<file path="src/rtl/alu_pkg.sv">
// Shared definitions for the MIPS integer execution unit.
// Holds the datapath width and the ALUcon operation encoding (values 0-10;
// 11-15 are reserved and decode to a zero result with HI/LO held).
package alu_pkg;

  localparam int ALU_W = 32;

  typedef enum logic [3:0] {
    OP_ADD  = 4'd0,
    OP_SUB  = 4'd1,
    OP_AND  = 4'd2,
    OP_OR   = 4'd3,
    OP_SLT  = 4'd4,
    OP_DIV  = 4'd5,
    OP_MULT = 4'd6,
    OP_SLL  = 4'd7,
    OP_XOR  = 4'd8,
    OP_SRL  = 4'd9,
    OP_SRA  = 4'd10
  } alu_op_e;

endpackage

</file>
<file path="src/rtl/alu_divider.sv">
// Combinational 32/32 divider, signed or unsigned; zero latency, no backpressure.
// Ports: i_dividend, i_divisor, i_unsign (1 = unsigned) -> o_quot, o_rem.
// Signed mode truncates toward zero; remainder carries the dividend's sign.
// Divide by zero returns quotient all-ones and remainder = dividend.
module alu_divider
  import alu_pkg::*;
(
  input  logic [ALU_W-1:0] i_dividend,
  input  logic [ALU_W-1:0] i_divisor,
  input  logic             i_unsign,
  output logic [ALU_W-1:0] o_quot,
  output logic [ALU_W-1:0] o_rem
);

  logic             w_neg_a;
  logic             w_neg_b;
  logic             w_div_zero;
  logic [ALU_W-1:0] w_mag_a;
  logic [ALU_W-1:0] w_mag_b;
  logic [ALU_W-1:0] w_uquot;
  logic [ALU_W-1:0] w_urem;

  assign w_neg_a    = ~i_unsign & i_dividend[ALU_W-1];
  assign w_neg_b    = ~i_unsign & i_divisor[ALU_W-1];
  assign w_div_zero = (i_divisor == '0);

  // Divide magnitudes unsigned and restore signs afterwards. The most
  // negative dividend has magnitude 2^31, which still fits unsigned, so
  // 0x80000000 / -1 naturally yields quotient 0x80000000, remainder 0.
  assign w_mag_a = w_neg_a ? (~i_dividend + 1'b1) : i_dividend;
  // Substitute 1 for a zero divisor so the arithmetic never sees /0;
  // that result is discarded below anyway.
  assign w_mag_b = w_div_zero ? {{(ALU_W-1){1'b0}}, 1'b1}
                              : (w_neg_b ? (~i_divisor + 1'b1) : i_divisor);

  assign w_uquot = w_mag_a / w_mag_b;
  assign w_urem  = w_mag_a % w_mag_b;

  always_comb begin
    o_quot = w_uquot;
    o_rem  = w_urem;
    if (w_div_zero) begin
      o_quot = '1;
      o_rem  = i_dividend;
    end else begin
      if (w_neg_a ^ w_neg_b) o_quot = ~w_uquot + 1'b1;
      if (w_neg_a)           o_rem  = ~w_urem + 1'b1;
    end
  end

endmodule

</file>
<file path="src/rtl/mips_alu.sv">
// MIPS integer execution unit with HI/LO register pair.
// Latency: ALUoutput/eq/lt combinational; HI/LO load one clk edge after MULT/DIV.
// No handshake: a new operation is accepted every cycle, nothing stalls.
// Ports: clk, reset (sync, active-high, clears HI/LO), reg_read_a (A), alub (B),
//        ALUcon (op select), unsign -> eq, lt, ALUoutput, lo, hi.
// Build option: define ALU_DIV_EN to build the divider (ALUcon 5); without it
// ALUcon 5 behaves as a reserved code (zero result, HI/LO hold).
module mips_alu
  import alu_pkg::*;
(
  input  logic             clk,
  input  logic             reset,
  input  logic [ALU_W-1:0] reg_read_a,
  input  logic [ALU_W-1:0] alub,
  input  logic [3:0]       ALUcon,
  input  logic             unsign,
  output logic             eq,
  output logic             lt,
  output logic [ALU_W-1:0] ALUoutput,
  output logic [ALU_W-1:0] lo,
  output logic [ALU_W-1:0] hi
);

  logic [ALU_W-1:0]   r_hi;
  logic [ALU_W-1:0]   r_lo;

  logic [2*ALU_W-1:0] w_ext_a;
  logic [2*ALU_W-1:0] w_ext_b;
  logic [2*ALU_W-1:0] w_prod;
  logic               w_shift_big;
  logic [4:0]         w_shamt;
  logic               w_sra_fill;
  logic [ALU_W-1:0]   w_sll;
  logic [ALU_W-1:0]   w_srl;
  logic [ALU_W-1:0]   w_sra;

  // Compare flags are valid for every ALUcon.
  assign eq = (reg_read_a == alub);
  assign lt = unsign ? (reg_read_a < alub)
                     : ($signed(reg_read_a) < $signed(alub));

  // Sign- or zero-extend to 64 bits; the low 64 bits of the product are then
  // the correct signed or unsigned full product.
  assign w_ext_a = {{ALU_W{~unsign & reg_read_a[ALU_W-1]}}, reg_read_a};
  assign w_ext_b = {{ALU_W{~unsign & alub[ALU_W-1]}}, alub};
  assign w_prod  = w_ext_a * w_ext_b;

  // The shift amount is all 32 bits of B: anything >= 32 shifts everything out.
  assign w_shift_big = |alub[ALU_W-1:5];
  assign w_shamt     = alub[4:0];
  assign w_sra_fill  = ~unsign & reg_read_a[ALU_W-1];
  assign w_sll       = w_shift_big ? '0 : (reg_read_a << w_shamt);
  assign w_srl       = w_shift_big ? '0 : (reg_read_a >> w_shamt);
  assign w_sra       = w_shift_big ? {ALU_W{w_sra_fill}}
                                   : (unsign ? (reg_read_a >> w_shamt)
                                             : $unsigned($signed(reg_read_a) >>> w_shamt));

`ifdef ALU_DIV_EN
  logic [ALU_W-1:0] w_quot;
  logic [ALU_W-1:0] w_rem;

  alu_divider u_divider (
    .i_dividend (reg_read_a),
    .i_divisor  (alub),
    .i_unsign   (unsign),
    .o_quot     (w_quot),
    .o_rem      (w_rem)
  );
`endif

  // MULT/DIV (and reserved codes) report zero on the main result bus.
  always_comb begin
    ALUoutput = '0;
    case (ALUcon)
      OP_ADD:  ALUoutput = reg_read_a + alub;
      OP_SUB:  ALUoutput = reg_read_a - alub;
      OP_AND:  ALUoutput = reg_read_a & alub;
      OP_OR:   ALUoutput = reg_read_a | alub;
      OP_SLT:  ALUoutput = {{(ALU_W-1){1'b0}}, lt};
      OP_SLL:  ALUoutput = w_sll;
      OP_XOR:  ALUoutput = reg_read_a ^ alub;
      OP_SRL:  ALUoutput = w_srl;
      OP_SRA:  ALUoutput = w_sra;
      default: ALUoutput = '0;
    endcase
  end

  // Reset wins over a simultaneous MULT/DIV; other ops hold HI/LO.
  always_ff @(posedge clk) begin
    if (reset) begin
      r_hi <= '0;
      r_lo <= '0;
    end else if (ALUcon == OP_MULT) begin
      r_hi <= w_prod[2*ALU_W-1:ALU_W];
      r_lo <= w_prod[ALU_W-1:0];
    end
`ifdef ALU_DIV_EN
    else if (ALUcon == OP_DIV) begin
      r_hi <= w_rem;
      r_lo <= w_quot;
    end
`endif
  end

  assign hi = r_hi;
  assign lo = r_lo;

endmodule

</file>
<file path="config.mk">
export PLATFORM = sky130hd
export DESIGN_NAME = mips_alu
export DESIGN_NICKNAME = d
export VERILOG_FILES = /design/src/rtl/alu_pkg.sv /design/src/rtl/alu_divider.sv /design/src/rtl/mips_alu.sv
export SDC_FILE = /design/constraint.sdc
export NUM_CORES = 2
export LEC_CHECK = 0
export CAP_MARGIN = 5
export CORE_MARGIN = 3
export CORE_UTILIZATION = 55
export CTS_BUF_LIST = sky130_fd_sc_hd__clkbuf_8 sky130_fd_sc_hd__clkbuf_16
export DETAILED_ROUTE_END_ITERATION = 6
export PLACE_DENSITY = 0.73
export SLEW_MARGIN = 40
export SYNTH_ARGS = -nofsm -noshare
export SYNTH_HDL_FRONTEND = slang
export SYNTH_HIERARCHICAL = 1
export SYNTH_SLANG_ARGS = --single-unit
</file>
<file path="constraint.sdc">
create_clock -name clk -period 11.5 [get_ports clk]
set_clock_uncertainty 0.2 [all_clocks]
set_input_delay 2.3 -clock clk [delete_from_list [all_inputs] [get_ports clk]]
set_output_delay 2.3 -clock clk [all_outputs]
set_load 0.01 [all_outputs]
</file>
==> flow_summary.toml <==
[floorplanning]
coreArea_um2 = 85400
num_rows = 107
initial_core_util = 0.556
pin_count = 169
die_w_um = 300
die-height_um = 300
dieArea_um2 = 89800

[detailed_routing]
drtIter0Drc = 4711
via_per_inst = 6.14
wl_mm = 191
num_vias = 42600
dr.pass1.iters = 6
drc = 0
routedWlPerCell_um = 27.5
ant_nets = 0

[clock_network]
post_cts_buffers = 0
post_cts_resized = 0
cts_tree = "built"
clock-sinks = 64
cts.path.max_buffers = 2
htreeDepth = 3
cts_hold_buf = 0
clk_pin_slew_worst_paths_ns = 0.06
numCtsBuffers = 9
clkLatencyLatePin_ns = 0.36
clockRootBuffer = "clkbuf_16"

[timing]
rsz0062_at_grt = "false"
worst_pin_slew_ns = 0.937
setup_viol = 0
maxSlewHeadroom = 0.373
tns_ns = 0
worst_slack_ns = 0.344
period_minus_slack_ns = 11.16
hold_viol = 0
drv_slew = 0
clock.fmax_mhz = 89.6
period_share = 0.970

[yosys]
synth_area_um2 = 47500
ys_seq_area_frac = 0.0270
async_reset_ff_frac = 0
yosysMostFrequentCell = "inv_1"
yosysWarnings = 6
netlist_top_cells_area = "fa_1, inv_1, ha_1"
avgSynthCellArea_um2 = 8.32
synth_commonest_cells = "inv_1, fa_1, nand2_1, nor2_1, ha_1"
synthesis.instances = 5702
ys.flop_type = "dfxtp_1"
synth_fp_nets = 7209
synth.top_cell.area_share = 0.475
ys_seq_elements = 64
synthDistinctLibCells = 84
yosys.area.top_type = "fa_1"
synth_edf_count = 0

[grt]
grt_max_degree = 63
first_global_vias = 44500
track_usage = 0.435
grt_pass1_wl_mm = 288
overflow = 0
antenna_found_initial = 6

[critical_path]
crit_type = "input pin to register"
crit_slowest_cell = "clkinv_1"
critPathLaunchType = "input pin"
required_ns = 11.52
worst-path-buf-inv = 7
r2r-end = "hi[31]"
slowest_delay_ns = 0.63
r2r_setup_slack_ns = 10.50
arrival_ns = 11.18
endpoint_kind = "register"
r2r_cells = 2
crit_top_cell = "fa_1"
crit_fanout = 8
path_delay_family = "adder cells"
rr_startpoint = "hi[31]"

[placed_design]
place_congestion = 1.06
place_area_um2 = 51300
place_ws_ns = 0.216
place.port_buffers = 168
hpwl_mm = 156

[cells_and_area]
fin_area_um2 = 51600
multi_input_area_um2 = 40300
nFillCells = 7669
area_growth_pct = 8.76
layout-drive-gt1-share = 0.0605
final_util = 0.604
area.sequential_um2 = 1280
final_nets = 7288

[flow_run]
cap_viol_max_count = 0

[outcome]
status = "finished, final reports clean"

[hold_path]
min_path_type = "register to register"
min_from = "lo[5]"
holdPathStages = 2
holdPathEnd = "lo[5]"
-- cell families after synthesis --
group           count (synthesis)  synth area share
mux                            88            0.0268
xor+xnor                       89            0.0164
fa+ha+maj                    1436             0.557
compound gates                730            0.0994
simple gates                 1737             0.150
flops                          64            0.0270
buf+inv                      1558             0.124
-- registers in the layout, summed over array words and instances, names as in the netlist --
signal / flops
hi: 32
lo: 32
-- stage by stage --
stage	cells	hold slack (ns)
finish	6932	0.255
global route	6930	0.267
CTS	6930	0.256
detailed placement	6914	0.245
global placement	6914	0.237
floorplan	5702	0.276
-- per-layer routing --
metal | track usage | routed length (um)
met1 | 0.566 | 69600
met3 | 0.130 | 24300
met4 | 0.274 | 15600
met5 | 0 | 58
met2 | 0.637 | 81200
-- worst max path at each step --
stage                         from  endpoint  cells past startpoint
floorplan                  alub[2]    hi[29]                     32
global placement          alub[10]    hi[28]                     28
detailed placement        alub[10]    hi[28]                     28
CTS                       alub[10]    hi[28]                     28
global route        reg_read_a[18]    hi[29]                     30
finish              reg_read_a[18]    hi[28]                     27
-- placed cells by master (no fill, tap or decap), drive strengths merged, types with 12 or more instances in the layout --
cell type / synthesis / final
buf: 106 / 256
nor2b: 12 / 12
or3: 23 / 23
a211oi: 34 / 34
dfxtp: 64 / 64
a31oi: 18 / 18
o22ai: 14 / 14
a22oi: 19 / 19
a221oi: 30 / 30
nor3: 47 / 47
xor2: 20 / 20
o21bai: 20 / 20
a21o: 44 / 44
nand4: 25 / 25
o21ai: 172 / 172
o31ai: 18 / 18
clkdlybuf4s50: 0 / 161
o21a: 14 / 14
inv: 1196 / 1197
clkinv: 13 / 16
nand2b: 29 / 29
nand2: 853 / 853
and3: 21 / 21
mux4: 31 / 31
nor2: 618 / 618
a21oi: 217 / 217
nand3: 56 / 56
nor4: 20 / 20
xnor2: 69 / 69
ha: 309 / 309
o211ai: 26 / 26
a211o: 14 / 14
fa: 1127 / 1127
mux2i: 53 / 53
-- area by class of cell --
type                       count  area share
inverter                    1209      0.0879
antenna                        2   0.0000970
sequential                    64      0.0248
timing repair buffer         417      0.0723
clock buffer                  10     0.00463
clock inverter                 6    0.000824
tap                         1144      0.0277
multi-input combinational   4080       0.782
-- worst min-delay path: cells and delay by family, from the launching register on --
kind	cells	cell delay (ns)
AOI/OAI and AO/OA	1	0.05
DFF	1	0.31
and+or+nand+nor	1	0.05
Power is left out: the tool's default activity adds up to more than one toggle a clock period on the data nets, which glitch-free logic cannot reach.
